<file path="src/rtl/mem_arbiter.sv">
// rtl/mem_arbiter.sv - CPU/debug single-port RAM arbiter with fixed CPU priority and dbg starvation guard
module mem_arbiter #(
    parameter int AW       = 8,
    parameter int DW       = 16,
    parameter int MAX_WAIT = 4
) (
    input  logic          clk,
    input  logic          reset_n,
    input  logic          cpu_req,
    input  logic          cpu_we,
    input  logic [AW-1:0] cpu_addr,
    input  logic [DW-1:0] cpu_wdata,
    output logic          cpu_ack,
    output logic [DW-1:0] cpu_rdata,
    input  logic          dbg_req,
    input  logic          dbg_we,
    input  logic [AW-1:0] dbg_addr,
    input  logic [DW-1:0] dbg_wdata,
    output logic          dbg_ack,
    output logic [DW-1:0] dbg_rdata,
    output logic [AW-1:0] ram_addr,
    output logic          ram_write,
    output logic [DW-1:0] ram_din,
    input  logic [DW-1:0] ram_dout,
    output logic          busy,
    output logic          owner
);

    typedef enum logic [1:0] {
        S_IDLE,
        S_ACCESS,
        S_RESP
    } state_t;

    state_t     state;
    logic       we_q;
    logic [3:0] wait_cnt;
    logic       dbg_win;
    logic       cpu_win;

    always_comb begin
        dbg_win = dbg_req && (!cpu_req || (wait_cnt >= 4'(MAX_WAIT)));
        cpu_win = cpu_req && !dbg_win;
    end

    // Decoded from state so an asynchronous reset kills a write in flight.
    assign ram_write = (state == S_ACCESS) && we_q;
    assign busy      = (state != S_IDLE);

    always_ff @(posedge clk or negedge reset_n) begin
        if (!reset_n) begin
            state     <= S_IDLE;
            we_q      <= 1'b0;
            wait_cnt  <= 4'd0;
            owner     <= 1'b0;
            ram_addr  <= '0;
            ram_din   <= '0;
            cpu_ack   <= 1'b0;
            dbg_ack   <= 1'b0;
            cpu_rdata <= '0;
            dbg_rdata <= '0;
        end else begin
            cpu_ack <= 1'b0;
            dbg_ack <= 1'b0;
            case (state)
                S_IDLE: begin
                    if (dbg_win || cpu_win) begin
                        owner    <= dbg_win;
                        ram_addr <= dbg_win ? dbg_addr  : cpu_addr;
                        ram_din  <= dbg_win ? dbg_wdata : cpu_wdata;
                        we_q     <= dbg_win ? dbg_we    : cpu_we;
                        state    <= S_ACCESS;
                    end
                    // Count only losses by a waiting dbg; any dbg grant or idle dbg resets it.
                    if (dbg_win || !dbg_req) begin
                        wait_cnt <= 4'd0;
                    end else if (cpu_win && (wait_cnt != 4'hF)) begin
                        wait_cnt <= wait_cnt + 4'd1;
                    end
                end
                S_ACCESS: begin
                    state <= S_RESP;
                    if (owner) begin
                        dbg_ack <= 1'b1;
                    end else begin
                        cpu_ack <= 1'b1;
                    end
                end
                S_RESP: begin
                    state <= S_IDLE;
                    if (!we_q) begin
                        if (owner) begin
                            dbg_rdata <= ram_dout;
                        end else begin
                            cpu_rdata <= ram_dout;
                        end
                    end
                end
                default: state <= S_IDLE;
            endcase
        end
    end

endmodule

</file>
<file path="config.mk">
export PLATFORM = sky130hd
export DESIGN_NAME = mem_arbiter
export DESIGN_NICKNAME = d
export VERILOG_FILES = /design/src/rtl/mem_arbiter.sv
export SDC_FILE = /design/constraint.sdc
export NUM_CORES = 1
export LEC_CHECK = 0
export BUFFER_PORTS_ARGS = -buffer_cell sky130_fd_sc_hd__buf_2
export CORE_UTILIZATION = 47
export CTS_CLUSTER_SIZE = 24
export DETAILED_ROUTE_END_ITERATION = 8
export GPL_ROUTABILITY_DRIVEN = 0
export HOLD_SLACK_MARGIN = 0.15
export PLACE_DENSITY = 0.87
export SYNTH_ARGS = -nofsm -noshare
export SYNTH_HDL_FRONTEND = slang
export SYNTH_SLANG_ARGS = --single-unit
export TNS_END_PERCENT = 5
</file>
<file path="constraint.sdc">
create_clock -name clk -period 2.2 [get_ports clk]
set_input_delay 0.55 -clock clk [delete_from_list [all_inputs] [get_ports clk]]
set_output_delay 0.55 -clock clk [all_outputs]
set_load 0.01 [all_outputs]
</file>
======== After elaboration in Yosys (flattened, before gate mapping) ========
Index checks and enable logic that the tools add are counted.
operators by class
  add/subtract/negate cells ............... 1
  multiplexer cells ....................... 11
  equal/unequal tests ..................... 4
  bitwise gates (word level) .............. 2
  reduce and logical (&&, ||, !) cells .... 17
  order comparisons ....................... 1
operators with widths
  operator                                                               count
  16-bit two-way mux                                                     1
  4-bit two-way mux                                                      2
  8-bit two-way mux                                                      1
  3-bit AND reduction                                                    2
  1-bit two-way mux                                                      5
  4-bit by 1-bit adder with 4-bit output, second input constant          1
  4-bit by 3-bit >= comparator with 1-bit output, second input constant  1
  1-bit logical AND                                                      4
  4-bit inequality test, second input constant                           1
  2-bit case mux with 2 select lines                                     1
  2-bit AND reduction                                                    2
  2-bit nonzero test                                                     2
  1-bit zero test                                                        3
  1-bit logical OR                                                       3
  2-bit by 1-bit equality test with 1-bit output, second input constant  1
  2-bit equality test, second input constant                             1
  2-bit zero test                                                        1
  2-bit two-way mux                                                      1
  2-bit inequality test, second input constant                           1
  1-bit NOT                                                              2
word-level totals
  input bits .............................. 70
  bits in registers ....................... 66
  logic and storage cells ................. 46

======== Depth between registers and ports, before layout ========
Gate-level depths: netlist (run 1).
  depth after elaboration ................. 8
  depth in mapped cells ................... 6

======== Least setup slack after synthesis (run 1) ========
Ideal clock, no wire load.
  path kind ............................... input port to flip-flop
  from .................................... in cpu_req
  to ...................................... reg ram_addr[0]
  data arrival time ....................... 1.540 ns
  buffers on the path ..................... 3
  path slack .............................. 0.575 ns
  required time ........................... 2.114 ns
  stages .................................. 6
  setup time .............................. 0.086 ns
  cells stage by stage .................... or3b_1 buf_6 and2_4 buf_6 buf_6 o221ai_2
on the way
  longest elaborated chain between the ends .. 7
RTL lines
  element                               RTL line  RTL
  start, declared                       9         input logic cpu_req,
  1-bit zero test                       42        dbg_win = dbg_req && (!cpu_req || (wait_cnt >= 4'(MAX_WAIT)));
  1-bit logical OR                      42
  1-bit logical AND                     42
  1-bit zero test                       43        cpu_win = cpu_req && !dbg_win;
  1-bit logical AND                     43
  1-bit logical OR                      67        if (dbg_win || cpu_win) begin
  2-bit AND reduction (no source line)  n/a
  end signal, assigned                  69        ram_addr <= dbg_win ? dbg_addr : cpu_addr;
  end, declared                         21        output logic [AW-1:0] ram_addr,
Several ways; a longest one is shown, not always the timed one.
A chain may end at the register's enable or synchronous reset.

======== Worst setup path in the final report (run 1) ========
  from .................................... reg state[0]
  to ...................................... out ram_write
on the way
  longest elaborated chain between the ends .. 2
RTL lines
  element                                         RTL line  RTL
  start, declared                                 35        state_t state;
  start signal, assigned                          52        state <= S_IDLE;
  start signal, assigned                          72        state <= S_ACCESS;
  start signal, assigned                          82        state <= S_RESP;
  2-bit by 1-bit equality test with 1-bit output  47        assign ram_write = (state == S_ACCESS) && we_q;
  1-bit logical AND                               47
  end, declared                                   22        output logic ram_write,
Every way passes these cells.

==> impl_summary.txt, run 1 <==
----------------------------------------------------
[Synthesis]
  Yosys cell types ... 25
  Library cell with the highest instance count after synthesis ... sky130_fd_sc_hd__dfrtp_1
  Biggest area contributors in the synthesized netlist ... sky130_fd_sc_hd__dfrtp_1 (54%), sky130_fd_sc_hd__mux2_2 (12%), sky130_fd_sc_hd__o221ai_2 (9.9%), sky130_fd_sc_hd__nand4_1 (5.1%), sky130_fd_sc_hd__nand3_1 (4.4%)
  Biggest area consumer among synthesized cells ... sky130_fd_sc_hd__dfrtp_1
  Top post-synthesis cells by count ... sky130_fd_sc_hd__dfrtp_1 (66), sky130_fd_sc_hd__mux2_2 (32), sky130_fd_sc_hd__inv_1 (27), sky130_fd_sc_hd__nand3_1 (27), sky130_fd_sc_hd__nand4_1 (25)
  Syn Nets ... 318
  Synthesis Warnings ... 0
  Most used flip-flop cell after synthesis ... sky130_fd_sc_hd__dfrtp_1
  Flops & latches, synth ... 66
  Share of synthesized registers carrying an async set or reset ... 100.0%
  Synthesized instance count ... 247
  Proportion of synthesized chip area in sequential cells ... 54.30%
  Avg Cell Area, Syn ... 12.31 sq um
  Number of enable flip-flop cells after synthesis ... 0
  Proportion of netlist area held by the largest area contributor ... 54.30%
  Mapped cell area ... 3042 sq um

[Global routing]
  Gr usage total ... 21.97%
  Pin count of the biggest net entering global routing ... 37
  Via count of the first global-routing pass ... 2354
  Initial antenna violation count ... 0
  Global-route wire length before repair ... 10930 um
  Overall overflow remaining after global route ... 0

[Setup path]
  CP peak stage delay ... 450 ps
  Crit-path slowest cell ... sky130_fd_sc_hd__dfrtp_1
  Setup Crit Path Kind ... register to output port
  Crit path capture type ... output port
  Data arrival time of the critical path ... 1300 ps
  Max FO, Critical Path ... 4
  Worst Path Required ... 1650 ps
  Crit-path cells ... nor2b_1, and2_1, buf_2
  Startpoint Class ... register

[STA]
  Fmax ... 541.7 MHz
  RSZ-0062 raised after global routing ... no
  Minimum period implied by the final worst setup slack ... 1846 ps
  Count of pins over their slew limit ... 0
  Final number of hold-violating endpoints ... 0
  Transition at the pin with the smallest max-transition slack ... 465.0 ps
  Total Negative Setup Slacks ... 0 ps
  Min Hold Slack ... 242.0 ps
  Final clock period utilization by the worst path ... 83.92%
  Finish-stage setup viols ... 0
  Final Skew ... 7.959 ps
  Fin worst setup slack ... 353.9 ps
  Worst max-slew margin expressed relative to the limit ... 69.00%

[Clocking]
  Clock latency of the later-clocked register in the worst-skew pair ... 330 ps
  H-tree depth ... 3
  Worst-case clock buffer depth ... 2
  Library cell used as clock root buffer ... sky130_fd_sc_hd__clkbuf_8
  CTS sink cnt ... 66
  TritonCTS Buffers ... 9
  TritonCTS clock tree ... built
  Worst-path clk slew ... 70 ps
  Setup bufs post-CTS ... 0
  Hold buffers post-CTS ... 0
  Resize count post-CTS ... 0

[Power]
  Pleak ... 1.931 nW
  Maximum VDD drop ... 0.7369 mV
  Clock group share of total power ... 19.9%
  Combinational share of power ... 43.2%
  Internal power consumption ... 3.691 mW
  Sequential share of power ... 36.9%
  Switching fraction of total power ... 35.36%
  PD cells ... 1441 nW/um^2
  Switching power ... 2.019 mW

[Cells and area]
  Antenna diode count ... 0
  Fin nets ... 446
  Synthesis-to-layout area growth ... 30.23%
  Multi-input gate area in the final layout ... 1164 sq um
  Fraction of the core area covered by cells at the end of the flow ... 64.98%
  Post-layout instance area ... 3961 sq um
  Area occupied by registers ... 1652 sq um
  Share of final-layout standard cells stronger than drive strength 1 ... 55.56%
  Filler Cell Count ... 478

[Placed design]
  Worst Setup Slack post-DPL ... 465.5 ps
  Placed wire-length estimate ... 5085 um
  Cell area after placement ... 3736 sq um
  Number of buffer cells added on primary ports ... 130

[Die]
  Height of the die ... 82.45 um
  Die Area ... 6797 sq um
  Top Ports ... 131
  Floorplan Core Area ... 6096 sq um
  Die X ... 82.45 um
  Std-Cell Rows ... 28
  Starting density of the core ... 49.90%

[Run]
  Number of max-capacitance violations reported ... 0

[Drt]
  Antenna-violating nets left ... 0
  First-pass detailed-route iteration total ... 4
  Vias per std cell ... 5.406
  Initial DRC count ... 63
  Total via count after detailed routing ... 2449
  Drc violations ... 0
  Post-detailed-routing wire length ... 6967 um
  Avg WL per Cell ... 15.38 um

[Min path]
  Type of the worst min-delay path ... primary input to async pin

[Run status]
  Outcome ... finished clean

----------------------------------------------------
==> flip-flops by register name (all words and copies together) (netlist names) <==
register   count
ram_addr       8
cpu_ack        1
ram_din       16
wait_cnt       4
dbg_ack        1
we_q           1
dbg_rdata     16
cpu_rdata     16
state          2
owner          1
==> layout by cell type (no fill, tap or decap), types with 5 or more instances in the layout <==
master	count
sky130_fd_sc_hd__buf_4	10
sky130_fd_sc_hd__o221ai_2	20
sky130_fd_sc_hd__o221ai_1	5
sky130_fd_sc_hd__dfrtp_1	66
sky130_fd_sc_hd__buf_2	130
sky130_fd_sc_hd__clkbuf_8	12
sky130_fd_sc_hd__mux2_2	32
sky130_fd_sc_hd__inv_1	27
sky130_fd_sc_hd__nand3_1	27
sky130_fd_sc_hd__nand4_1	25
==> power groups by stage <==
stage / Sequential [mW] / Combinational (mW) / Clock [mW]
global placement: 2.11 / 2.41 / 0
detailed placement: 2.14 / 2.49 / 0
floorplan: 2.37 / 1.33 / 0
finish: 2.11 / 2.47 / 1.14
CTS: 2.12 / 2.50 / 1.16
global route: 2.19 / 2.76 / 1.21
==> layout make-up <==
type,count,area share (%)
Timing Repair Buffer,140,18.32
Clock buffer,12,4.169
Sequential cell,66,41.69
Clock inverter,2,1.516
Multi-Input combinational cell,131,29.37
Tap cell,75,2.369
Inverter,27,2.558
==> kinds of logic (layout without fill, tap and decap cells) <==
family / count (synthesis) / in the layout / synth area share (%)
and+or+nand+nor: 69 / 69 / 13.74
AOI/OAI and AO/OA: 29 / 29 / 12.09
DFF: 66 / 66 / 54.30
adders and majority gates: 1 / 1 / 0.4113
muxes: 32 / 32 / 11.85
buffers and inverters: 50 / 181 / 7.610
==> worst max-delay path, delay by kind of cell (launching register included) <==
kind | cells | cell delay, ps
flops | 1 | 450
buf+inv | 1 | 120
simple gates | 2 | 410
==> per-stage QoR <==
| stage | std cells | power (mW) |
|---|---|---|
| 2_1_floorplan | 247 | 3.699 |
| 3_3_place_gp | 439 | 4.522 |
| 3_5_place_dp | 439 | 4.625 |
| 4_1_cts | 453 | 5.772 |
| 5_1_grt | 453 | 6.161 |
| 6_report | 453 | 5.709 |
==> routing by layer <==
metal / vias up / track usage (%) / part of all wire (%)
li1: 1160 / - / -
met1: 1177 / 25.79 / 42
met2: 102 / 38.60 / 50
met3: 10 / 5.714 / 7.0
met4: 0 / 7.719 / 1.3
met5: - / 0 / 0
==> worst paths after layout <==
path,start,to,slack (ps),depth (start not counted)
hold reg to reg,wait_cnt[0],wait_cnt[0],500,1
hold / removal,reset_n,dbg_rdata[10],240,2
max in group asynchronous,reset_n,state[0],1590,2
setup reg to reg,state[0],dbg_rdata[14],630,2
setup / recovery,state[0],ram_write,350,3
min in group clk,ram_dout[4],dbg_rdata[4],470,2
No activity file was read; power rests on OpenSTA's default activity.
==> run 2: changes to the inputs <==
clock period = 1.8 ns   (was 2.2 ns; I/O delays follow)
==> run 2 against run 1 <==
Net effect: sequential power is 23% higher; first-iteration DRC count up 21%; global-route usage shrank 0.42 points; wire length fell by 1.1%; utilization is 1.2 points higher; highest routed layer unchanged.
==> impl_summary.txt, run 2 (synthesized netlist as in run 1, its figures left out) <==
----------------------------------------------------
[Setup path]
  Data arrival time of the critical path ... 1250 ps
  Origin of the worst setup path ... state[0]
  Max FO, Critical Path ... 4
  Setup Crit Path Kind ... register to output port
  Startpoint of the worst register-to-register path ... wait_cnt[2]
  Crit path capture type ... output port
  Worst Path Required ... 1350 ps
  Startpoint Class ... register

[STA]
  Finish-stage setup viols ... 0
  Worst max-slew margin expressed relative to the limit ... 68.29%
  Final number of hold-violating endpoints ... 0
  Total Negative Setup Slacks ... 0 ps
  Final Skew ... 5.884 ps
  Final clock period utilization by the worst path ... 94.57%
  RSZ-0062 raised after global routing ... no
  Fmax ... 587.5 MHz
  Minimum period implied by the final worst setup slack ... 1702 ps
  Transition at the pin with the smallest max-transition slack ... 475.7 ps
  Count of pins over their slew limit ... 0

[Global routing]
  Via count of the first global-routing pass ... 2419
  Global-route wire length before repair ... 10920 um
  Pin count of the biggest net entering global routing ... 39
  Overall overflow remaining after global route ... 0
  Initial antenna violation count ... 0
  Gr usage total ... 21.55%

[Drt]
  Avg WL per Cell ... 15.04 um
  Post-detailed-routing wire length ... 6890 um
  Drc violations ... 0
  First-pass detailed-route iteration total ... 4
  Total via count after detailed routing ... 2468
  Initial DRC count ... 76
  Antenna-violating nets left ... 0
  Vias per std cell ... 5.389

[Cells and area]
  Synthesis-to-layout area growth ... 32.66%
  Fin nets ... 449
  Antenna diode count ... 0
  Fraction of the core area covered by cells at the end of the flow ... 66.19%
  Most frequent standard cell in the layout excluding fill and tap cells ... sky130_fd_sc_hd__buf_2
  Top library cells by usage in the layout, fill and taps aside ... sky130_fd_sc_hd__buf_2 (130), sky130_fd_sc_hd__dfrtp_1 (65), sky130_fd_sc_hd__mux2_2 (32), sky130_fd_sc_hd__inv_1 (27), sky130_fd_sc_hd__nand3_1 (27)
  Share of final-layout standard cells stronger than drive strength 1 ... 56.14%
  Largest registers ranked by flip-flop count ... cpu_rdata (16), dbg_rdata (16), ram_din (16)

[Clocking]
  CTS sink cnt ... 66
  TritonCTS Buffers ... 9
  H-tree depth ... 3
  Setup bufs post-CTS ... 0
  Worst-path clk slew ... 70 ps
  Library cell used as clock root buffer ... sky130_fd_sc_hd__clkbuf_8
  Worst-case clock buffer depth ... 2
  TritonCTS clock tree ... built
  Clock latency of the later-clocked register in the worst-skew pair ... 330 ps

[Die]
  Top Ports ... 131
  Height of the die ... 82.45 um
  Die X ... 82.45 um
  Starting density of the core ... 49.90%
  Std-Cell Rows ... 28
  Floorplan Core Area ... 6096 sq um
  Die Area ... 6797 sq um

[Power]
  PD cells ... 1780 nW/um^2
  Maximum VDD drop ... 0.9919 mV
  Pleak ... 1.956 nW

[Placed design]
  Placed wire-length estimate ... 4881 um
  Number of buffer cells added on primary ports ... 130

[Run status]
  Outcome ... finished clean

[Min path]
  Worst min-delay path startpoint ... ram_dout[8]
  Type of the worst min-delay path ... primary input to register

[Run]
  Number of max-capacitance violations reported ... 0

----------------------------------------------------
-- run 2: final cells by class --
cell class              count  area [sq um]
well taps                  75         93.84
fillers                   496          2061
flip-flops and latches     66          1653
clock inverters             7         123.9
inverters                  27         101.3
clock buffers               9         123.9
repair buffers            143         775.7
multi-input cells         131          1164
-- run 2: worst paths after layout --
| kind | slack [ps] | to | depth (start not counted) |
|---|---|---|---|
| worst max-delay path | 100 | ram_write | 3 |
| worst min-delay path | 360 | cpu_rdata[8] | 2 |
| worst max register to register | 310 | owner | 3 |
| worst min register to register | 500 | dbg_rdata[8] | 1 |
| max in group asynchronous | 710 | state[0] | 3 |
| min in group asynchronous | 670 | dbg_rdata[10] | 3 |
-- run 2: timing repair --
action / CTS / global route
endpoints found under the hold margin: 28 / 0
gates resized for setup: 0 / 1
setup endpoints to repair: 0 / 1
hold buffers: 1 / 0
-- run 2: critical path, cell delays in order, from the launching register on --
cell and delay [ps]:
sky130_fd_sc_hd__dfrtp_2 420, sky130_fd_sc_hd__nor2b_1 230, sky130_fd_sc_hd__and2_1 160, sky130_fd_sc_hd__buf_2 120
-- run 2: report_power, final --
group | internal (mW) | leakage, nW | total, mW | switching, mW
sequential | 2.20 | 0.809 | 2.59 | 0.397
clock | 0.932 | 0.120 | 1.52 | 0.585
combinational | 1.49 | 1.03 | 3.07 | 1.58
total | 4.62 | 1.96 | 7.18 | 2.57
-- run 2: per-stage QoR --
step / instances / worst slack, ps / instance area [sq um] / hold slack (ps) / power, mW
6_report: 458 / 97.80 / 4035 / 362.9 / 7.184
3_5_place_dp: 441 / 183.7 / 3776 / 478.3 / 5.724
3_3_place_gp: 441 / 214.4 / 3776 / 473.3 / 5.592
4_1_cts: 458 / 32.02 / 4034 / 347.7 / 7.261
2_1_floorplan: 247 / 255.0 / 3042 / 154.4 / 4.522
5_1_grt: 458 / 44.43 / 4035 / 348.1 / 7.726
-- run 2: metal layers --
metal / track usage [%] / up-vias / wire [um]
li1: - / 1170 / -
met3: 5.385 / 6 / 504
met1: 25.48 / 1193 / 2890
met5: 0 / - / 0
met2: 37.44 / 99 / 3443
met4: 8.421 / 0 / 51
==> run 3: changes to the inputs <==
ABC_AREA = 1   (was unset)
==> run 3 against run 2 <==
Net effect: combinational power shrank 16%; critical endpoint is now busy; worst hold slack lost 1.1 ps; final area shrank 0.65%; sequential power is essentially flat; wire length grew 1.2%; utilization shrank 0.051 points; die area shrank 1.1%; clock-buffer cell count grew 1; sequential share of layout area grew 0.24 points.
==> impl_summary.txt, run 3 <==
----------------------------------------------------
[Setup path]
  Origin of the worst setup path ... state[0]
  Worst Path Required ... 1350 ps
  Max FO, Critical Path ... 7
  Setup Crit Path Kind ... register to output port
  Crit path capture type ... output port
  Family of cells with the greatest summed delay on the critical path ... buffers and inverters
  Startpoint of the worst register-to-register path ... wait_cnt[2]
  Buffering stage count on the worst path with inverters included ... 3
  Crit-path slowest cell ... sky130_fd_sc_hd__dfrtp_1
  Startpoint Class ... register
  Data arrival time of the critical path ... 1280 ps
  CP peak stage delay ... 380 ps
  Crit-path cells ... buf_4, nor2_4, inv_1, buf_2

[Min path]
  Worst min-delay path startpoint ... ram_dout[6]
  Type of the worst min-delay path ... primary input to register

[Clocking]
  Library cell used as clock root buffer ... sky130_fd_sc_hd__clkbuf_8
  Worst-case clock buffer depth ... 2
  TritonCTS clock tree ... built
  H-tree depth ... 3
  CTS sink cnt ... 66
  Worst-path clk slew ... 70 ps
  TritonCTS Buffers ... 9
  Clock latency of the later-clocked register in the worst-skew pair ... 340 ps

[Global routing]
  Gr usage total ... 22.23%
  Via count of the first global-routing pass ... 2661
  Overall overflow remaining after global route ... 0
  Pin count of the biggest net entering global routing ... 67
  Initial antenna violation count ... 0
  Global-route wire length before repair ... 11170 um

[Drt]
  Drc violations ... 0
  Initial DRC count ... 118
  Avg WL per Cell ... 11.90 um
  Total via count after detailed routing ... 2802
  First-pass detailed-route iteration total ... 4
  Vias per std cell ... 4.782
  Post-detailed-routing wire length ... 6976 um
  Antenna-violating nets left ... 0

[Die]
  Die Area ... 6724 sq um
  Height of the die ... 82 um
  Die X ... 82 um
  Std-Cell Rows ... 28
  Top Ports ... 131
  Starting density of the core ... 49.63%
  Floorplan Core Area ... 6061 sq um

[Synthesis]
  Biggest area contributors in the synthesized netlist ... sky130_fd_sc_hd__dfrtp_1 (55%), sky130_fd_sc_hd__nand2_1 (14%), sky130_fd_sc_hd__inv_1 (9.4%), sky130_fd_sc_hd__nand3_1 (9.2%), sky130_fd_sc_hd__o21ai_1 (5.3%)
  Proportion of synthesized chip area in sequential cells ... 54.91%
  Yosys cell types ... 17
  Syn Nets ... 445
  Most used flip-flop cell after synthesis ... sky130_fd_sc_hd__dfrtp_1
  Flops & latches, synth ... 66
  Avg Cell Area, Syn ... 8.042 sq um
  Biggest area consumer among synthesized cells ... sky130_fd_sc_hd__dfrtp_1
  Number of enable flip-flop cells after synthesis ... 0
  Top post-synthesis cells by count ... sky130_fd_sc_hd__nand2_1 (112), sky130_fd_sc_hd__inv_1 (75), sky130_fd_sc_hd__dfrtp_1 (66), sky130_fd_sc_hd__nand3_1 (55), sky130_fd_sc_hd__o21ai_1 (32)
  Proportion of netlist area held by the largest area contributor ... 54.91%
  Library cell with the highest instance count after synthesis ... sky130_fd_sc_hd__nand2_1
  Share of synthesized registers carrying an async set or reset ... 100.0%
  Mapped cell area ... 3008 sq um
  Synthesized instance count ... 374
  Synthesis Warnings ... 0

[Cells and area]
  Most frequent standard cell in the layout excluding fill and tap cells ... sky130_fd_sc_hd__buf_2
  Fin nets ... 577
  Post-layout instance area ... 4009 sq um
  Largest registers ranked by flip-flop count ... cpu_rdata (16), dbg_rdata (16), ram_din (16)
  Synthesis-to-layout area growth ... 33.28%
  Top library cells by usage in the layout, fill and taps aside ... sky130_fd_sc_hd__buf_2 (130), sky130_fd_sc_hd__nand2_1 (112), sky130_fd_sc_hd__inv_1 (75), sky130_fd_sc_hd__dfrtp_1 (66), sky130_fd_sc_hd__nand3_1 (55)
  Fraction of the core area covered by cells at the end of the flow ... 66.14%
  Share of final-layout standard cells stronger than drive strength 1 ... 31.31%
  Antenna diode count ... 0

[Power]
  Overall power ... 6.829 mW
  Maximum VDD drop ... 1.132 mV
  PD cells ... 1704 nW/um^2
  Pleak ... 2.446 nW

[Run status]
  Outcome ... finished clean

[STA]
  Transition at the pin with the smallest max-transition slack ... 482.0 ps
  Final Skew ... 7.589 ps
  Final number of hold-violating endpoints ... 0
  Count of pins over their slew limit ... 0
  Minimum period implied by the final worst setup slack ... 1728 ps
  Finish-stage setup viols ... 0
  Worst max-slew margin expressed relative to the limit ... 67.75%
  Final clock period utilization by the worst path ... 96.00%
  RSZ-0062 raised after global routing ... yes
  Fmax ... 578.7 MHz

[Placed design]
  Cell area after placement ... 3711 sq um
  Placed wire-length estimate ... 4896 um
  Number of buffer cells added on primary ports ... 130

[Run]
  Number of max-capacitance violations reported ... 0

----------------------------------------------------
[run 3: worst paths after layout]
path | to | slack (ps) | cells after the start
setup / recovery | busy | 70 | 4
hold / removal | cpu_rdata[6] | 360 | 3
setup reg to reg | ram_din[11] | 370 | 6
hold reg to reg | ram_din[12] | 480 | 2
max in group asynchronous | ram_din[11] | 880 | 3
min in group asynchronous | wait_cnt[0] | 650 | 3
[run 3: repair_timing]
| action | CTS | global route |
|---|---|---|
| gates resized for setup | 0 | 2 |
| hold buffers | 1 | 0 |
| endpoints found under the hold margin | 66 | 0 |
| setup endpoints to repair | 0 | 1 |
| buffers inserted | 0 | 1 |
[run 3: report_power, final]
group          internal (mW)  leakage, nW  switching (mW)
clock                   1.10        0.137           0.564
sequential              2.20        0.809           0.394
combinational           1.05         1.50            1.52
total                   4.35         2.45            2.48
[run 3: logic make-up after synthesis]
family | count (synthesis) | synth area share (%)
compound gates | 35 | 6.198
buf+inv | 93 | 13.27
xor+xnor | 1 | 0.2912
fa+ha+maj | 1 | 0.4159
simple gates | 178 | 24.92
flops | 66 | 54.91
[run 3: worst register-to-register path, cell delays in order, from the launching register on]
cell                      delay [ps]
sky130_fd_sc_hd__dfrtp_1         410
sky130_fd_sc_hd__nor2_1          140
sky130_fd_sc_hd__nand2_2         110
sky130_fd_sc_hd__nand2_2         380
sky130_fd_sc_hd__nand2_1         130
sky130_fd_sc_hd__nand3_1          90
sky130_fd_sc_hd__nand2_1          50
[run 3: cell type report]
type,count,area (sq um)
clock buffer,10,137.6
clock inverter,6,137.6
timing repair buffer,138,738.2
inverter,76,287.8
tap,75,93.84
fill,510,2052
multi-input combinational,215,962.2
sequential,66,1652
[run 3: stage by stage]
step                hold slack (ps)  std cells  setup TNS (ps)  setup WS (ps)
floorplan                     154.4        374               0          528.0
global placement              461.0        568               0          363.8
detailed placement            464.2        568               0          303.4
CTS                           343.5        585               0          14.89
global route                  359.8        586          -24.55         -24.55
finish                        361.8        586               0          72.04
[run 3: per-layer routing]
| metal | vias up | part of all wire, % | track usage [%] |
|---|---|---|---|
| met5 | - | 0 | 0 |
| met4 | 0 | 2.0 | 11.58 |
| met3 | 17 | 8.4 | 5.667 |
| met2 | 137 | 48 | 38.76 |
| met1 | 1254 | 42 | 24.82 |
| li1 | 1394 | - | - |
